<file path="config.mk">
export PLATFORM = sky130hd
export DESIGN_NAME = cache_refill_ctrl
export DESIGN_NICKNAME = d
export VERILOG_FILES = /design/src/rtl/cache_refill_ctrl.sv
export SDC_FILE = /design/constraint.sdc
export NUM_CORES = 1
export LEC_CHECK = 0
export ABC_AREA = 1
export CORE_MARGIN = 2
export CORE_UTILIZATION = 43
export DETAILED_ROUTE_END_ITERATION = 6
export GPL_ROUTABILITY_DRIVEN = 0
export HOLD_SLACK_MARGIN = 0.15
export PLACE_DENSITY = 0.82
export SLEW_MARGIN = 30
export SYNTH_ARGS = -nofsm -noshare
export SYNTH_HDL_FRONTEND = slang
export SYNTH_SLANG_ARGS = --single-unit
</file>
<file path="constraint.sdc">
create_clock -name clk -period 2.1 [get_ports clk]
set_clock_uncertainty 0.2 [all_clocks]
set_input_delay 0.315 -clock clk [delete_from_list [all_inputs] [get_ports clk]]
set_output_delay 0.315 -clock clk [all_outputs]
set_load 0.005 [all_outputs]
</file>
<file path="src/rtl/cache_refill_ctrl.sv">
// Cache line refill controller.
// On a miss, optionally writes the dirty victim line back to memory, then
// reads the missing line one 32-bit beat at a time and hands the assembled
// line to the cache with a one-cycle load strobe.
module cache_refill_ctrl #(
  parameter int LINE_WORDS = 4
) (
  input  logic                     clk,
  input  logic                     rst,
  input  logic                     rc_miss_in,
  input  logic [31:0]              rc_addr_in,
  input  logic                     rc_dirty_in,
  input  logic [31:0]              rc_wbaddr_in,
  input  logic [LINE_WORDS*32-1:0] rc_wbdata_in,
  output logic [LINE_WORDS*32-1:0] rc_ldata_out,
  output logic                     rc_load_en_out,
  output logic                     rc_begin_load_out,
  output logic                     rc_busy_out,
  output logic                     mem_req_out,
  output logic                     mem_we_out,
  output logic [31:0]              mem_addr_out,
  output logic [31:0]              mem_wdata_out,
  input  logic                     mem_ack_in,
  input  logic [31:0]              mem_rdata_in
);

  localparam int          LINE_BITS = LINE_WORDS * 32;
  localparam logic [1:0]  LAST_BEAT = 2'(LINE_WORDS - 1);
  localparam logic [31:0] LINE_MASK = ~32'hF;

  typedef enum logic [1:0] {
    S_IDLE = 2'd0,
    S_WB   = 2'd1,
    S_FILL = 2'd2,
    S_LOAD = 2'd3
  } state_e;

  state_e               state_q, state_d;
  logic [1:0]           beat_q, beat_d;
  logic [31:0]          miss_base_q, miss_base_d;
  logic [31:0]          wb_base_q, wb_base_d;
  logic [LINE_BITS-1:0] wb_data_q, wb_data_d;
  logic [LINE_BITS-1:0] line_q, line_d;

  logic capture;
  logic beat_done;

  // A request is only taken from IDLE; a beat ends when memory acks an active request.
  // The victim's dirty bit is not kept as a register: it is consumed by the
  // IDLE->WB/FILL decision and the WB state itself remembers it.
  assign capture   = (state_q == S_IDLE) && rc_miss_in;
  assign beat_done = ((state_q == S_WB) || (state_q == S_FILL)) && mem_ack_in;

  // State register.
  always_ff @(posedge clk) begin
    // NOTE: sequential state uses non-blocking assignments so every register
    // samples pre-edge values, independent of process ordering in simulation.
    if (rst) begin
      state_q <= S_IDLE;
    end else begin
      state_q <= state_d;
    end
  end

  // Next-state logic: walk WB (if dirty) -> FILL -> LOAD -> IDLE.
  always_comb begin
    // NOTE: default first so every path assigns state_d and no latch is inferred.
    state_d = state_q;
    case (state_q)
      S_IDLE: if (rc_miss_in) state_d = rc_dirty_in ? S_WB : S_FILL;
      S_WB:   if (beat_done && (beat_q == LAST_BEAT)) state_d = S_FILL;
      S_FILL: if (beat_done && (beat_q == LAST_BEAT)) state_d = S_LOAD;
      S_LOAD: state_d = S_IDLE;
      default: state_d = S_IDLE;
    endcase
  end

  // Output logic: memory beat interface and cache handshake, all decoded from registered state.
  always_comb begin
    mem_req_out       = 1'b0;
    mem_we_out        = 1'b0;
    mem_addr_out      = '0;
    mem_wdata_out     = '0;
    rc_load_en_out    = 1'b0;
    rc_begin_load_out = 1'b0;
    rc_busy_out       = (state_q != S_IDLE);
    case (state_q)
      S_WB: begin
        mem_req_out   = 1'b1;
        mem_we_out    = 1'b1;
        mem_addr_out  = wb_base_q | {28'h0, beat_q, 2'b00};
        mem_wdata_out = wb_data_q[{beat_q, 5'b0} +: 32];
      end
      S_FILL: begin
        mem_req_out       = 1'b1;
        mem_addr_out      = miss_base_q | {28'h0, beat_q, 2'b00};
        rc_begin_load_out = 1'b1;
      end
      S_LOAD: begin
        rc_load_en_out    = 1'b1;
        rc_begin_load_out = 1'b1;
      end
      default: ;
    endcase
  end

  assign rc_ldata_out = line_q;

  // Datapath next-state: capture the request in IDLE, advance the beat and collect read words.
  always_comb begin
    beat_d      = beat_q;
    miss_base_d = miss_base_q;
    wb_base_d   = wb_base_q;
    wb_data_d   = wb_data_q;
    line_d      = line_q;
    if (capture) begin
      miss_base_d = rc_addr_in & LINE_MASK;
      wb_base_d   = rc_wbaddr_in & LINE_MASK;
      wb_data_d   = rc_wbdata_in;
      line_d      = '0;
      beat_d      = 2'd0;
    end else if (beat_done) begin
      beat_d = beat_q + 2'd1;
      if (state_q == S_FILL) begin
        line_d[{beat_q, 5'b0} +: 32] = mem_rdata_in;
      end
    end
  end

  // Datapath registers.
  always_ff @(posedge clk) begin
    if (rst) begin
      beat_q      <= 2'd0;
      miss_base_q <= '0;
      wb_base_q   <= '0;
      wb_data_q   <= '0;
      // NOTE: the line buffer is reset despite its width because it drives
      // rc_ldata_out directly and must read as zero after reset.
      line_q      <= '0;
    end else begin
      beat_q      <= beat_d;
      miss_base_q <= miss_base_d;
      wb_base_q   <= wb_base_d;
      wb_data_q   <= wb_data_d;
      line_q      <= line_d;
    end
  end

endmodule

</file>
# Word level (Yosys, flattened, before mapping)
# Index checks and enable logic that the tools add are counted.
# totals
regBits	316
input_bits	229
out_inout_bits	197
wordCells	43
# classes
n_addsub	2
n_eq_ne	7
n_shift	3
muxes	12
n_bitwise	2
n_reduce_logical	11
# ops
operator	n
128-bit bitwise mux	1
32-bit by 9-bit variable shift with 128-bit output, first input constant	1
128-bit by 8-bit variable part select with 32-bit output	1
32-bit by 9-bit variable part select with 128-bit output	1
32-bit by 4-bit bitwise OR with 32-bit output	2
32-bit one-hot mux with 2 select lines	1
32-bit two-way mux	1
7-bit negation with 9-bit output	1
2-bit two-way mux	4
2-bit one-hot mux with 4 select lines	1
2-bit equality test, second input constant	3
2-bit OR reduction	3
1-bit two-way mux	4
2-bit != test, second input constant	2
1-bit logical AND	3
3-bit AND reduction	1
2-bit by 1-bit adder with 2-bit output, second input constant	1
2-bit by 1-bit equality test with 1-bit output, second input constant	1
2-bit zero test	1
2-bit by 1-bit != test with 1-bit output, second input constant	1
2-bit AND reduction	1
2-bit nonzero test	1
1-bit logical OR	1

# Logic depth before layout (Yosys ltp)
# logic_depth
word_depth	6
ltp_mapped	13
mapped_depth_nobuf	9

# Worst setup path before layout
# No wires, ideal clock.
# synth_path
kind	register to register
from	reg beat_q[0]
to	reg line_q[106], in the netlist rc_ldata_out[106]
setup_time_ns	0.064
arrival_ns	2.005
required_ns	1.836
slack_ns	-0.169
path_stages_with_launch	12
path_buffers	4
period_less_slack_ns	2.269
cell_sequence	dfxtp_1 buf_2 inv_1 buf_4 buf_2 ha_1 nor2_1 clkbuf_1 nand3_1 nand2_1 nand2_1 nor2_1
# synth_between
elab_chain_len	3
elab_cells_between_ends	4
cone_classes	add/sub: 1; shift: 2; mux: 1
# synth_rtl
item	line_no	source
start, declared	39	logic [1:0] beat_q, beat_d;
start signal, assigned	141	beat_q <= beat_d;
7-bit negation with 9-bit output (*)	125	line_d[{beat_q, 5'b0} +: 32] = mem_rdata_in;
32-bit by 9-bit variable part select with 128-bit output / 32-bit by 9-bit variable shift with 128-bit output (equally long branches)	125	
128-bit bitwise mux (*)	125	
end signal, assigned	145	line_q <= line_d;
end, declared	43	logic [LINE_BITS-1:0] line_q, line_d;
# Mark *: on every way between the ends. The rest lies on a longest branch, timed or not.
# A chain may end at the register's enable or synchronous reset.

# Worst setup path in the final report
# layout_path
from	reg beat_q[0]
to	out mem_wdata_out[16]
# layout_between
elab_chain_len	2
# layout_rtl
item	line_no	source
128-bit by 8-bit variable part select with 32-bit output	92	mem_wdata_out = wb_data_q[{beat_q, 5'b0} +: 32];
32-bit two-way mux	87	case (state_q)
end, declared	22	output logic [31:0] mem_wdata_out,
# Every way passes these cells.

==> impl_metrics.sql <==
INSERT INTO impl_metrics (metric_group, metric, value, unit) VALUES
('outcome', 'run_status', 'finished with violations', ''),
('outcome', 'violated_checks', 'negative setup slack', ''),
('drt', 'route.detailed.vias_per_inst', '5.390', ''),
('timing', 'fmax', '416.2', 'MHz'),
('grt', 'global_route_wire_length_before_repair', '78990', 'um'),
('drt', 'drt_pre_antenna_iters', '7', ''),
('floorplanning', 'core-area', '31560', 'um^2'),
('logic_synthesis', 'syn_area', '13780', 'um^2'),
('clock_network', 'tritoncts.num_buffers', '35', ''),
('power', 'power', '23.49', 'mW'),
('clock_network', 'clk_transition_reported_paths', '0.06', 'ns'),
('worst_setup_path', 'timing.critical_path.cells', 'buf_4, buf_12, buf_4, nor2_1, nor2_1, o21ai_1, a21oi_4, buf_2', ''),
('grt', 'global_route.usage.total', '0.2953', ''),
('clock_network', 'htreeDepth', '2', ''),
('logic_synthesis', 'ys_seq_area_frac', '0.4589', ''),
('drt', 'drtAntennaViolNets', '0', ''),
('logic_synthesis', 'synth_top_flop_cell', 'sky130_fd_sc_hd__dfxtp_1', ''),
('logic_synthesis', 'synth.yosys.warnings', '0', ''),
('grt', 'number_of_antenna_violations_at_the_first_check_in_global_routing', '7', ''),
('timing', 'drv_slew', '0', ''),
('finish', 'instances_no_fill', '2949', ''),
('power', 'p_leak', '8.234', 'nW'),
('clock_network', 'cts_tree', 'yes', ''),
('power', 'power.density_cell_area', '1103', 'nW/um^2'),
('timing', 'timing_hold_violations_final', '0', ''),
('grt', 'grt_max_degree', '106', ''),
('logic_synthesis', 'synth.lib_cells_used.distinct', '23', ''),
('timing', 'tns', '-13.93', 'ns'),
('worst_setup_path', 'critPathMaxFanout', '5', ''),
('drt', 'wirelength', '53480', 'um'),
('drt', 'drc', '0', ''),
('timing', 'final_min_period_over_clock_period', '1.144', ''),
('drt', 'violation_count_after_the_first_detailed_routing_iteration', '1555', ''),
('floorplanning', 'initial_utilization', '0.4368', ''),
('grt', 'grt_overflow', '0', ''),
('place', 'count_of_buffers_from_port_buffering', '415', ''),
('timing', 'setup_repair_after_global_routing_missed_its_margin', 'true', ''),
('logic_synthesis', 'ys_async_sr_fraction', '0', ''),
('logic_synthesis', 'post_synth_most_frequent_cells', '694 x sky130_fd_sc_hd__nor2_1, 370 x sky130_fd_sc_hd__nand2_1, 316 x sky130_fd_sc_hd__dfxtp_1', ''),
('worst_setup_path', 'critical_path.slowest_cell', 'sky130_fd_sc_hd__dfxtp_4', ''),
('worst_setup_path', 'critical_path_class', 'flip-flop to output pin', ''),
('logic_synthesis', 'library_cell_occupying_the_most_area_in_the_post_synthesis_netlist', 'sky130_fd_sc_hd__dfxtp_1', ''),
('worst_setup_path', 'crit_path_start_kind', 'flip-flop', ''),
('floorplanning', 'floorplan.die.height', '183.0', 'um'),
('finish', 'design.final.nets', '2762', ''),
('worst_setup_path', 'max_stage_delay', '0.37', 'ns'),
('run', 'max-cap-violations', '0', ''),
('worst_setup_path', 'worst-endpoint-arrival', '1.89', 'ns'),
('logic_synthesis', 'yosys.area.top_type_share', '0.4589', ''),
('floorplanning', 'fp.dieArea', '33510', 'um^2'),
('timing', 'min_period', '2.403', 'ns'),
('grt', 'first_global_vias', '15085', ''),
('timing', 'setup_viol', '64', ''),
('place', 'placed_cells', '2840', ''),
('place', 'detailedPlacementHpwl', '34260', 'um'),
('clock_network', 'ctsRootBufferMaster', 'sky130_fd_sc_hd__clkbuf_16', ''),
('floorplanning', 'ios', '426', ''),
('worst_setup_path', 'critPathRequiredTime', '1.58', 'ns'),
('clock_network', 'clock_sinks', '316', ''),
('drt', 'wl_per_cell', '18.13', 'um'),
('logic_synthesis', 'syn_area_per_cell', '6.602', 'um^2'),
('floorplanning', 'die_width', '183.0', 'um'),
('timing', 'finalWorstSetupSlack', '-0.3026', 'ns'),
('floorplanning', 'placement_rows', '65', ''),
('clock_network', 'clock_tree.buffer_depth', '3', ''),
('power', 'ir_drop', '0.7561', 'mV'),
('logic_synthesis', 'top_cells_by_area_in_the_synthesized_netlist', 'sky130_fd_sc_hd__dfxtp_1 46%, sky130_fd_sc_hd__nor2_1 19%, sky130_fd_sc_hd__nand2_1 10%', ''),
('finish', 'drive_above_1_share', '0.1467', ''),
('logic_synthesis', 'number_of_flops_mapped_to_enable_cells_by_yosys', '0', ''),
('clock_network', 'clk-insertion-delay-late', '0.53', 'ns'),
('logic_synthesis', 'synthMostInstantiatedCell', 'sky130_fd_sc_hd__nor2_1', ''),
('worst_hold_path', 'hold_path.class', 'input port to flip-flop', ''),
('drt', 'via_count', '15896', ''),
('worst_setup_path', 'cp-end-kind', 'output pin', ''),
('finish', 'area_delta_synth_final', '54.47', '%'),
('logic_synthesis', 'syn_inst', '2088', ''),
('logic_synthesis', 'yosys_register_bits', '316', '');
[layout make-up]
class | instances | area, um^2
tap | 402 | 503.0
clock inverter | 9 | 88.84
fill | 2477 | 10260
timing repair buffer | 555 | 5972
clock buffer | 48 | 996.0
antenna | 4 | 10.01
inverter | 66 | 284.0
multi-input combinational | 1549 | 7101
sequential | 316 | 6339
[where the power goes]
group	internal, mW	total [mW]	switching [mW]
sequential	7.08	7.75	0.670
clock	3.44	5.94	2.50
combinational	4.30	9.80	5.50
total	14.8	23.5	8.67
[flip-flops by register name, indices dropped and copies added (netlist names)]
| register | cells |
|---|---|
| wb_data_q | 128 |
| beat_q | 2 |
| miss_base_q | 28 |
| rc_ldata_out | 128 |
| wb_base_q | 28 |
| state_q | 2 |
[worst max-delay path: cells and delay by family (launching register included)]
family	cells	cell delay (ns)
and+or+nand+nor	2	0.20
buffers and inverters	4	0.56
DFF	1	0.37
AOI/OAI and AO/OA	2	0.23
[final timing paths]
kind                                                     from                       endpoint  slack, ns  cells past startpoint
worst min register to register  rc_ldata_out[55]$_SDFFE_PP0P_  rc_ldata_out[55]$_SDFFE_PP0P_       0.26                      2
worst max register to register         beat_q[0]$_SDFFE_PP0P_  rc_ldata_out[27]$_SDFFE_PP0P_       0.02                     10
worst max-delay path                   beat_q[0]$_SDFFE_PP0P_              mem_wdata_out[16]      -0.30                      8
worst min-delay path                          rc_wbdata_in[8]      wb_data_q[8]$_SDFFE_PP0P_       0.21                      3
[per-layer routing]
metal / GRT usage / part of all wire
met5: 0 / 0.00077
met4: 0.1424 / 0.055
met3: 0.06056 / 0.096
met2: 0.5232 / 0.48
met1: 0.3398 / 0.37
[logic make-up after synthesis]
group,after synthesis,share of synthesized area
AND/OR/NAND/NOR,1173,0.3312
other,1,0.0002720
flip-flops,316,0.4589
buffers and inverters,224,0.06817
AO/OA/AOI/OAI,364,0.1323
adder cells (fa/ha/maj),10,0.009077
[stage by stage]
step           utilization  setup WS (ns)  hold WS, ns  cell area [um^2]
6_report            0.6748        -0.3026       0.2110             21290
5_1_grt             0.6748        -0.3489       0.2334             21290
4_1_cts             0.6583        -0.2927       0.2031             20770
3_5_place_dp        0.6012        -0.1519       0.2519             18970
3_3_place_gp        0.6012        -0.1236       0.2485             18970
2_1_floorplan            -        0.03231       0.2495             13830
[timing repair]
action | in CTS | in global routing
gates cloned | 8 | 9
resized for setup | 410 | 65
setup buffers | 26 | 9
pin swaps | 34 | 17
setup endpoints to repair | 75 | 93
hold buffers | 0 | 0
[layout by cell type, fill, tap and decap left out, types with 3 or more instances in the layout]
master	count
sky130_fd_sc_hd__nor2_1	681
sky130_fd_sc_hd__nand2_1	361
sky130_fd_sc_hd__clkdlybuf4s50_1	348
sky130_fd_sc_hd__dfxtp_1	312
sky130_fd_sc_hd__o21ai_0	216
sky130_fd_sc_hd__nand3_1	96
sky130_fd_sc_hd__inv_1	53
sky130_fd_sc_hd__buf_4	53
sky130_fd_sc_hd__buf_2	49
sky130_fd_sc_hd__a21oi_1	44
sky130_fd_sc_hd__clkbuf_16	44
sky130_fd_sc_hd__buf_12	44
sky130_fd_sc_hd__o21ai_1	41
sky130_fd_sc_hd__a21oi_2	36
sky130_fd_sc_hd__buf_6	22
sky130_fd_sc_hd__a21oi_4	14
sky130_fd_sc_hd__nor2_2	12
sky130_fd_sc_hd__o21ai_2	10
sky130_fd_sc_hd__clkdlybuf4s15_2	9
sky130_fd_sc_hd__nor2_4	7
sky130_fd_sc_hd__clkbuf_1	7
sky130_fd_sc_hd__buf_8	7
sky130_fd_sc_hd__ha_4	6
sky130_fd_sc_hd__buf_16	6
sky130_fd_sc_hd__inv_6	5
sky130_fd_sc_hd__nand2_2	5
sky130_fd_sc_hd__nand2_4	5
sky130_fd_sc_hd__clkinv_2	5
sky130_fd_sc_hd__clkbuf_8	5
sky130_fd_sc_hd__diode_2	4
sky130_fd_sc_hd__inv_2	4
sky130_fd_sc_hd__ha_1	4
sky130_fd_sc_hd__inv_4	3
sky130_fd_sc_hd__dfxtp_4	3
sky130_fd_sc_hd__bufbuf_16	3
Note: power is estimated with default switching activity, not from simulation.
